File: src/rtl/add_serial_unit.sv
`default_nettype none
// ============================================================================
// Module      : add_serial_unit
// Description : Bit-serial adder. Accepts an operand pair (Rd, SrcB) and
//               reconstructs SrcA = Rd + SrcB (mod 2^DATA_WIDTH) by adding
//               BITS_PER_CYCLE bits per clock, LSB slice first, then holds
//               the result with a valid/ready handshake.
//               Optional feature: define ADD_SERIAL_UNIT_OVF_EN to add the
//               Overflow output (signed overflow of the addition).
// Revision    : 1.0 - initial release
// ============================================================================
module add_serial_unit #(
    parameter int DATA_WIDTH     = 32,
    parameter int BITS_PER_CYCLE = 1   // must divide DATA_WIDTH exactly
) (
    input  logic                  clk,
    input  logic                  reset,
    input  logic                  in_valid,
    output logic                  in_ready,
    input  logic [DATA_WIDTH-1:0] Rd,
    input  logic [DATA_WIDTH-1:0] SrcB,
    output logic                  out_valid,
    input  logic                  out_ready,
    output logic [DATA_WIDTH-1:0] SrcA,
    output logic                  CarryOut
`ifdef ADD_SERIAL_UNIT_OVF_EN
    ,
    output logic                  Overflow
`endif
);

    // ------------------------------------------------------------------------
    // Constants
    // ------------------------------------------------------------------------
    localparam int c_NUM_STEPS = DATA_WIDTH / BITS_PER_CYCLE;
    localparam int c_CNT_W     = (c_NUM_STEPS > 1) ? $clog2(c_NUM_STEPS) : 1;

    localparam logic [c_CNT_W-1:0] c_CNT_LAST = c_CNT_W'(c_NUM_STEPS - 1);
    localparam logic [c_CNT_W-1:0] c_CNT_ONE  = c_CNT_W'(1);

    localparam logic [1:0] c_ST_IDLE = 2'd0;
    localparam logic [1:0] c_ST_RUN  = 2'd1;
    localparam logic [1:0] c_ST_DONE = 2'd2;

    // ------------------------------------------------------------------------
    // Registers and wires
    // ------------------------------------------------------------------------
    logic [1:0]                r_state;
    logic [1:0]                w_state_next;
    logic [DATA_WIDTH-1:0]     r_a;          // remaining Rd bits, shifted right
    logic [DATA_WIDTH-1:0]     r_b;          // remaining SrcB bits, shifted right
    logic [DATA_WIDTH-1:0]     r_res;        // result, filled from the MSB side
    logic                      r_carry;
    logic [c_CNT_W-1:0]        r_cnt;

    logic [BITS_PER_CYCLE:0]   w_sum;        // slice sum including carry out
    logic [DATA_WIDTH-1:0]     w_res_next;
    logic                      w_last_step;

    // Slice adder: current low slices of both operands plus running carry
    assign w_sum = {1'b0, r_a[BITS_PER_CYCLE-1:0]}
                 + {1'b0, r_b[BITS_PER_CYCLE-1:0]}
                 + {{BITS_PER_CYCLE{1'b0}}, r_carry};

    assign w_last_step = (r_cnt == c_CNT_LAST);

    // A single-step configuration replaces the result outright, otherwise
    // the new slice enters at the top and older slices move down.
    generate
        if (BITS_PER_CYCLE == DATA_WIDTH) begin : g_res_full
            assign w_res_next = w_sum[BITS_PER_CYCLE-1:0];
        end else begin : g_res_shift
            assign w_res_next = {w_sum[BITS_PER_CYCLE-1:0],
                                 r_res[DATA_WIDTH-1:BITS_PER_CYCLE]};
        end
    endgenerate

    // ------------------------------------------------------------------------
    // FSM
    // ------------------------------------------------------------------------
    // State register
    always_ff @(posedge clk) begin
        if (reset) begin
            r_state <= c_ST_IDLE;
        end else begin
            r_state <= w_state_next;
        end
    end

    // Next-state logic: accept in IDLE, count slices in RUN, wait in DONE
    always_comb begin
        w_state_next = r_state;
        case (r_state)
            c_ST_IDLE: if (in_valid)    w_state_next = c_ST_RUN;
            c_ST_RUN:  if (w_last_step) w_state_next = c_ST_DONE;
            c_ST_DONE: if (out_ready)   w_state_next = c_ST_IDLE;
            default:                    w_state_next = c_ST_IDLE;
        endcase
    end

    // Handshake outputs decoded from state; in_ready is masked during reset
    always_comb begin
        in_ready  = 1'b0;
        out_valid = 1'b0;
        case (r_state)
            c_ST_IDLE: in_ready  = ~reset;
            c_ST_DONE: out_valid = 1'b1;
            default: begin
                in_ready  = 1'b0;
                out_valid = 1'b0;
            end
        endcase
    end

    // ------------------------------------------------------------------------
    // Datapath
    // ------------------------------------------------------------------------
    // Operand capture on acceptance, one slice per cycle while running
    always_ff @(posedge clk) begin
        if (reset) begin
            r_a     <= '0;
            r_b     <= '0;
            r_res   <= '0;
            r_carry <= 1'b0;
            r_cnt   <= '0;
        end else begin
            case (r_state)
                c_ST_IDLE: begin
                    if (in_valid) begin
                        r_a     <= Rd;
                        r_b     <= SrcB;
                        r_carry <= 1'b0;
                        r_cnt   <= '0;
                    end
                end
                c_ST_RUN: begin
                    r_a     <= r_a >> BITS_PER_CYCLE;
                    r_b     <= r_b >> BITS_PER_CYCLE;
                    r_res   <= w_res_next;
                    r_carry <= w_sum[BITS_PER_CYCLE];
                    r_cnt   <= r_cnt + c_CNT_ONE;
                end
                default: begin
                    // DONE holds everything stable for the consumer
                end
            endcase
        end
    end

    assign SrcA     = r_res;
    assign CarryOut = r_carry;

`ifdef ADD_SERIAL_UNIT_OVF_EN
    logic r_ovf;
    logic w_msb_cin;

    // On the last step the slice MSB is the word MSB; recover its carry-in
    // from the half-sum so signed overflow is carry-in XOR carry-out.
    assign w_msb_cin = r_a[BITS_PER_CYCLE-1] ^ r_b[BITS_PER_CYCLE-1]
                     ^ w_sum[BITS_PER_CYCLE-1];

    // Capture signed overflow when the top slice is added
    always_ff @(posedge clk) begin
        if (reset) begin
            r_ovf <= 1'b0;
        end else if ((r_state == c_ST_RUN) && w_last_step) begin
            r_ovf <= w_msb_cin ^ w_sum[BITS_PER_CYCLE];
        end
    end

    assign Overflow = r_ovf;
`endif

endmodule
`default_nettype wire

File: config.mk
export PLATFORM = sky130hd
export DESIGN_NAME = add_serial_unit
export DESIGN_NICKNAME = d
export VERILOG_FILES = /design/src/rtl/add_serial_unit.sv
export SDC_FILE = /design/constraint.sdc
export NUM_CORES = 1
export LEC_CHECK = 0
export CELL_PAD_IN_SITES_DETAIL_PLACEMENT = 0
export CELL_PAD_IN_SITES_GLOBAL_PLACEMENT = 2
export CORE_ASPECT_RATIO = 0.5
export CORE_MARGIN = 2
export CORE_UTILIZATION = 34
export DETAILED_ROUTE_END_ITERATION = 10
export DONT_BUFFER_PORTS = 1
export PLACE_DENSITY_LB_ADDON = 0.1
export SYNTH_ARGS = -nofsm -noshare
export SYNTH_HDL_FRONTEND = slang
export SYNTH_SLANG_ARGS = --single-unit
File: constraint.sdc
create_clock -name clk -period 1.4 [get_ports clk]
set_clock_uncertainty 0.1 [all_clocks]
set_input_delay 0.28 -clock clk [delete_from_list [all_inputs] [get_ports clk]]
set_output_delay 0.28 -clock clk [all_outputs]
set_load 0.01 [all_outputs]
## Yosys cells after proc, flatten, opt, wreduce, memory -nomap -nowiden

Index checks and enable logic that the tools add are counted.

- Memory bits (read-only): 0
- Bits of input ports: 68
- Logic and storage cells: 34
- Output and inout port bits: 35
- Memories: 0
- Register bits after elaboration: 104
- RAM bits: 0
- Latch bits: 0

- Eq/ne operators: 6
- $mul: 0
- Bitwise operators: 1
- Div/mod/pow operators: 0
- Shifts and indexed selects: 0
- $lt $le $gt $ge: 0
- Add/subtract/negate cells: 3
- Reductions and logical operators: 4
- Muxes and demuxes: 14

Operators by type and width:

| kind | number |
|---|---|
| 32-bit one-hot mux with 2 select lines | 2 |
| 32-bit two-way mux | 2 |
| 5-bit one-hot mux with 2 select lines | 1 |
| 2-bit two-way mux | 3 |
| 2-bit != test, second input constant | 3 |
| 2-bit one-hot mux with 3 select lines | 1 |
| 5-bit by 1-bit adder with 5-bit output, second input constant | 1 |
| 5-bit == test, second input constant | 1 |
| 5-bit two-way mux | 1 |
| 1-bit two-way mux | 3 |
| 3-bit AND reduction | 1 |
| 1-bit by 1-bit adder with 2-bit output | 1 |
| 2-bit by 1-bit adder with 2-bit output | 1 |
| 2-bit by 1-bit == test with 1-bit output, second input constant | 1 |
| 2-bit == test, second input constant | 1 |
| 2-bit logical NOT | 1 |
| 1-bit one-hot mux with 2 select lines | 1 |
| 2-bit AND reduction | 1 |
| 2-bit nonzero test | 1 |
| 1-bit inverter | 1 |

## Longest topological paths before layout

Gate-level depths: netlist of the first run.

- Depth after elaboration: 3
- Mapped depth: 6
- Gate-level depth less buffers: 6

## Least setup slack after synthesis of the first run

Ideal clock, no wire load.

- Kind: input port to output port
- From: input port reset
- To: output port in_ready
- Arrival time: 1.074 ns
- Path slack: -0.054 ns
- Stages on the path: 4
- Required time: 1.020 ns
- Path buffers: 3
- Cells stage by stage: clkbuf_1 -> buf_2 -> clkbuf_1 -> nor3_1

- Word-level cells in the longest chain between the ends: 2

RTL lines:

| what | line | RTL |
|---|---|---|
| start: declaration | 17 | `input logic reset,` |
| 1-bit inverter | 106 | `c_ST_IDLE: in_ready = ~reset;` |
| 1-bit two-way mux | 105 | `case (r_state)` |
| end: declaration | 19 | `output logic in_ready,` |

No other way between the ends.

## Final worst setup path of the first run

- From: register r_state[0]
- To: output port out_valid

- Word-level cells in the longest chain between the ends: 2

RTL lines:

| what | line | RTL |
|---|---|---|
| start: declaration | 48 | `logic [1:0] r_state;` |
| start signal: assignment | 84 | `r_state <= c_ST_IDLE;` |
| start signal: assignment | 86 | `r_state <= w_state_next;` |
| 2-bit == test | 105 |  |
| 1-bit two-way mux | 105 |  |
| end: declaration | 22 | `output logic out_valid,` |

No other way between the ends.

==> results of run 1 <==
-- worst reg2reg max path, cell delays in order, from the launching register on --
cell and delay, ps:
dfxtp_4 400, buf_4 170, buf_16 140, or3b_1 390, a21oi_2 170, nor3_2 60
-- cell usage in the layout, fill, tap and decap left out, types with 2 or more instances in the layout --
cell,synthesis,routed
nor2_1,69,68
a22oi_1,3,3
dfxtp_4,0,2
or3b_4,0,35
clkinvlp_4,0,2
buf_16,0,3
dfxtp_2,0,2
buf_4,12,21
ha_2,0,2
mux2i_1,2,2
a21oi_1,66,32
a32oi_1,2,2
clkbuf_16,0,10
a21oi_2,28,56
nor3_1,3,2
or3b_2,25,10
or3b_1,37,17
nand2b_1,63,63
nand2_1,63,63
nand3_1,2,2
inv_1,5,5
a211oi_1,3,2
nor3_2,60,60
a21oi_4,0,6
dfxtp_1,104,100
buf_6,6,2
buf_12,0,8
-- worst paths after layout --
kind | startpoint | end | slack (ps) | cells after the start
max | r_state[0]$_SDFFE_PP0P_ | out_valid | -130 | 3
min | reset | r_b[23]$_SDFFE_PP0P_ | -90 | 1
max reg2reg | r_state[0]$_SDFFE_PP0P_ | r_b[27]$_SDFFE_PP0P_ | -130 | 5
min reg2reg | r_b[31]$_SDFFE_PP0P_ | r_b[31]$_SDFFE_PP0P_ | 380 | 2
-- cell usage after synthesis, drive strengths merged (3+ instances only) --
cell      n
buf      32
nor2     69
dfxtp   104
a21oi    94
clkbuf   23
inv       5
a211oi    3
a22oi     3
or3b     62
nand2    63
nand2b   63
nor3     63
-- stage by stage --
step	hold slack (ps)	utilization (%)
2_1_floorplan	345	-
6_report	-85.1	40.7
3_3_place_gp	262	36.1
5_1_grt	-122	40.7
4_1_cts	-112	40.1
3_5_place_dp	263	36.1
-- state kept, by name (all words and copies together), names as in the netlist --
register  cells
r_b          32
r_a          32
CarryOut      1
r_state       2
SrcA         32
r_cnt         5
-- cell type report --
| class | instances | area [µm²] |
|---|---|---|
| flip-flops and latches | 104 | 2090 |
| fillers | 1579 | 9040 |
| clock inverters | 4 | 28.8 |
| clock buffers | 11 | 254 |
| repair buffers | 35 | 438 |
| well taps | 204 | 255 |
| multi-input cells | 438 | 3130 |
| inverters | 5 | 18.8 |
-- power groups by stage --
| stage | combinational, µW | sequential [µW] | clock (µW) |
|---|---|---|---|
| floorplan | 822 | 3260 | 0 |
| global placement | 913 | 3280 | 0 |
| detailed placement | 924 | 3280 | 0 |
| CTS | 1080 | 3210 | 2580 |
| global route | 1210 | 3240 | 2680 |
| finish | 1100 | 3210 | 2450 |
-- cell families after synthesis --
group	share of synthesized area, %
buf+inv	6.27
compound gates	13.0
fa+ha+maj	0.859
flops	39.7
mux	0.382
simple gates	39.7
-- metal layers --
layer / up-vias / share of wire (%) / GRT usage (%)
met4: 0 / 0.84 / 3.66
li1: 1997 / - / -
met5: - / 0 / 0
met1: 1898 / 50 / 21.9
met3: 8 / 4.6 / 4.85
met2: 60 / 45 / 23.6
-- repair_timing --
item / CTS / global route
cloned: 3 / 0
hold endpoints to repair: 104 / 104
pin swaps: 45 / 11
endpoints found under the setup margin: 77 / 106
setup buffers: 1 / 1
gates resized for setup: 66 / 27
==> metrics, run 1 <==
failing checks negative hold slack, negative setup slack; Die ar. 16500 µm²; vias post-DR 3963; post-route cell area 6210 µm²; H-tree depth 3; Setup WS post-layout -131 ps; top cells by area, synth dfxtp_1, nor3_2, nand2b_1; Leakage Power 0.00215 µW; Worst-Skew Late Latency 340 ps; CP top delay family flip-flops; final setup vio count 86; vias in the first global route 3981; post-place instance area 5510 µm²; Final Slew Violations 0; slew of the pin with the lowest slew margin 493 ps; Post-Syn Instances 602; most used flip-flop cell after synthesis dfxtp_1; largest net degree at the start of global routing 106; Critical Path, Cell by Cell buf_12 -> nor2b_4 -> buf_6; DR WL/cell 15.8 µm; Clock Tree Buf Depth 2; Sw Ratio 25.7%; sequential power share 47.5%; drc violations 0; Switch Pwr 1740 µW; Distinct cells, synth 33; period utilization 109%; Routed Antenna Nets 0; CP peak stage delay 400 ps; TNS Setup -3270 ps; Worst IR Drop VDD 0.000480 V; Die Y 91.8 µm; dpl hpwl 7340 µm; ANT cells 0; width of the die 180 µm; Clock Power Share 36.2%; GRT Total Usage 15.7%; synth warn 0; Yosys top cell by area dfxtp_1; slowest CP cell dfxtp_4; GRT overflow 0; Synth Net Count 673; CP Capture Type output pin; routability cong. 0.679; Hold Slack -85.1 ps; DRT Pass-1 Iters 4; Critical path buffers and inverters 2; Syn Area/Cell 8.71 µm²; mapped cell area 5250 µm²; Vias/cell 4.95; crit path time final 1530 ps; Setup CP Type flop to output pin; initial antenna violation count 0; I/O Buffers 0; final wirelength 12700 µm; Root Buffer clkbuf_16; status complete, but fails checks; dpl ws -105 ps; register bit total from synthesis 104; first-pass GRT wire length 20800 µm; P&R area growth vs syn 18.5%; ys async rst share 0%; share of layout cells above drive strength 1 38.4%; Hold Path Class primary input to flop; drt initial violations 140; placed cells 781; cell-internal power 5030 µW; initial core utilization 34.4%; crit start category flop; CP max FO 6; fmax 653 MHz; top-area cell type share of the netlist area 39.7%; total power 6770 µW; IO Pins 103; row count 32; Worst Path Arrival 1150 ps; Crit path required time 1020 ps; number of synthesized flops with an enable pin 0; PwrDens 1090 nW/µm²; max_cap viols 0; Comb pwr share 16.3%; Hold Vio Cnt, Final 103; clock sinks 104; TritonCTS clock tree yes; register area share after synthesis 39.7%; Nets 664; Relative slew margins 67.2%; Worst-path clk slew 70 ps; Inserted Clock Buffers 9; Finished Layout Cells 801; RSZ-0062 raised after global routing yes; core box area 15300 µm²
Power figures use the tool's default switching activity.
==> run 2, diff against run 1 <==
--- a/config.mk
+++ b/config.mk
@@ -5,11 +5,12 @@
 export SDC_FILE = /design/constraint.sdc
 export NUM_CORES = 1
 export LEC_CHECK = 0
+export ABC_CLOCK_PERIOD_IN_PS = 1600
 export CELL_PAD_IN_SITES_DETAIL_PLACEMENT = 0
 export CELL_PAD_IN_SITES_GLOBAL_PLACEMENT = 2
 export CORE_ASPECT_RATIO = 0.5
 export CORE_MARGIN = 2
-export CORE_UTILIZATION = 34
+export CORE_UTILIZATION = 38
 export DETAILED_ROUTE_END_ITERATION = 10
 export DONT_BUFFER_PORTS = 1
 export PLACE_DENSITY_LB_ADDON = 0.1
==> constraint.sdc (replaced) <==
create_clock -name clk -period 1.6 [get_ports clk]
set_clock_uncertainty 0.1 [all_clocks]
set_input_delay 0.32 -clock clk [delete_from_list [all_inputs] [get_ports clk]]
set_output_delay 0.32 -clock clk [all_outputs]
set_load 0.01 [all_outputs]
==> run 2 against run 1 <==
Effect of this change:
- the run ends with negative hold slack left
- design area decreased by 6.7%
- sequential share of layout area increased by 2.4 points
- total power decreased by 15%
- flip-flop and latch count unchanged
- global-route usage increased by 0.89 points
- combinational power decreased by 27%
- sequential power decreased by 12%
- register-to-register slack improved by 160 ps
- die area decreased by 10%
- non-clock buffer count decreased by 13
- clock-buffer cell count decreased by 1
- critical path type is now flop to flop
- highest routed layer unchanged
==> metrics, run 2 (same netlist as run 1, synthesis figures left out) <==
status complete, but fails checks; slowest CP cell or3b_2; Nets 651; CP top delay family simple AND/OR/NAND/NOR gates; initial core utilization 38.8%; P&R area growth vs syn 10.5%; width of the die 170 µm; Worst IR Drop VDD 0.000484 V; largest net degree at the start of global routing 106; Vias/cell 5.00; Crit path required time 1730 ps; worst reg2reg path startpoint r_state[0]$_SDFFE_PP0P_; Relative slew margins 71.7%; slew of the pin with the lowest slew margin 424 ps; Met3 Routed Length 745 µm; worst hold path startpoint reset; Worst R2R Setup Slack 30 ps; Hold Path Class primary input to flop; TritonCTS clock tree yes; CP max FO 20; total power 5780 µW; first-pass GRT wire length 19700 µm; CP peak stage delay 470 ps; depth of the worst hold-timing path 1; period utilization 98.0%; dpl hpwl 7040 µm; Die ar. 14800 µm²; GRT Total Usage 16.6%; drc violations 0; Worst-path clk slew 70 ps; initial antenna violation count 1; Reg2Reg Depth 5; Inserted Clock Buffers 9; routability cong. 0.670; vias in the first global route 3805; Setup CP Type flop to flop; share of layout cells above drive strength 1 28.9%; Worst Path Arrival 1700 ps; CP Capture Type flop; Die Y 87.1 µm; commonest non-fill, non-tap cells in the layout dfxtp_1, nor2_1, nand2b_1, nand2_1, nor3_2; failing checks negative hold slack; max_cap viols 0; final wirelength 12100 µm; Worst-Skew Late Latency 340 ps; Critical Path, Cell by Cell buf_4 -> buf_12 -> or3b_2 -> a21oi_2 -> nor3_2; met1 WL 6170 µm; RSZ-0062 raised after global routing yes; DRT Pass-1 Iters 5; H-tree depth 3; Hold Path Sink r_a[12]$_SDFFE_PP0P_; vias post-DR 3813; Clock Tree Buf Depth 2; Hold Slack -39.8 ps; Root Buffer clkbuf_16; Leakage Power 0.00204 µW; row count 30; PwrDens 997 nW/µm²; GRT overflow 0; DR WL/cell 15.8 µm; Routed Antenna Nets 0; drt initial violations 214; crit path time final 1570 ps; Finished Core Util 42.9%; clock sinks 104; Final Slew Violations 0; Hold Vio Cnt, Final 32; TNS Setup 0 ps; final setup vio count 0; met2 WL 5150 µm; IO Pins 103; fmax 638 MHz; Critical path buffers and inverters 2; core box area 13500 µm²; Worst R2R End r_a[18]$_SDFFE_PP0P_; crit start category flop; I/O Buffers 0; most common cell after layout, fill and taps aside dfxtp_1; top routing layer used met4
## run 2: cell count changes in the layout (fill, tap and decap cells not counted), moves of 8 or more
cell / change
or3b_1: +20
a21oi_2: -16
buf_4: -8
or3b_4: -31
or3b_2: +11
a21oi_1: +22
## run 2: what timing repair did
item                                    in CTS  in global routing
cloned                                       0                  1
resized for setup                            1                 21
pin swaps                                    1                 16
hold endpoints to repair                   104                104
endpoints found under the setup margin       2                 29
buffers inserted                             3                  0
## run 2: report_power, final
group	internal [µW]	switching [µW]	leakage, µW
Combinational	405	400	0.00104
Clock	1120	1040	0.000145
Sequential	2740	70.4	0.000856
## run 2: cell type report
class,instances,area [µm²]
sequential,104,2090
clock buffer,10,239
fill,1372,7720
inverter,5,18.8
clock inverter,6,51.3
tap,176,220
multi-input combinational,438,2910
timing repair buffer,22,265
antenna,2,5.00
## run 2: worst reg2reg max path, stage by stage, from the launching register on
cell     delay (ps)
dfxtp_4         360
buf_4           160
buf_12          150
or3b_2          480
a21oi_2         170
nor3_2           50
## run 2: through the flow
stage	worst slack [ps]	std cells	hold slack (ps)	cell area, µm²
CTS	0.165	760	-68.4	5690
global route	-24.5	761	-71.4	5790
detailed placement	108	741	303	5370
global placement	129	741	301	5370
floorplan	65.6	602	345	5250
finish	31.9	763	-39.8	5800
## run 2: per-layer routing
metal	up-vias	GRT usage, %
li1	1975	-
met1	1775	22.5
met2	61	25.8
met3	2	5.95
met4	0	2.80
met5	-	0
## run 2: worst max path at each step
| stage | startpoint | endpoint | cells past startpoint |
|---|---|---|---|
| final | r_state[0]$_SDFFE_PP0P_ | r_a[18]$_SDFFE_PP0P_ | 5 |
| after global placement | r_state[0]$_SDFFE_PP0P_ | r_a[24]$_SDFFE_PP0P_ | 4 |
| after CTS | r_state[0]$_SDFFE_PP0P_ | out_valid | 3 |
| after detailed placement | r_state[0]$_SDFFE_PP0P_ | r_a[7]$_SDFFE_PP0P_ | 4 |
| after global routing | r_state[0]$_SDFFE_PP0P_ | r_b[30]$_SDFFE_PP0P_ | 5 |
| after floorplan | reset | in_ready | 4 |
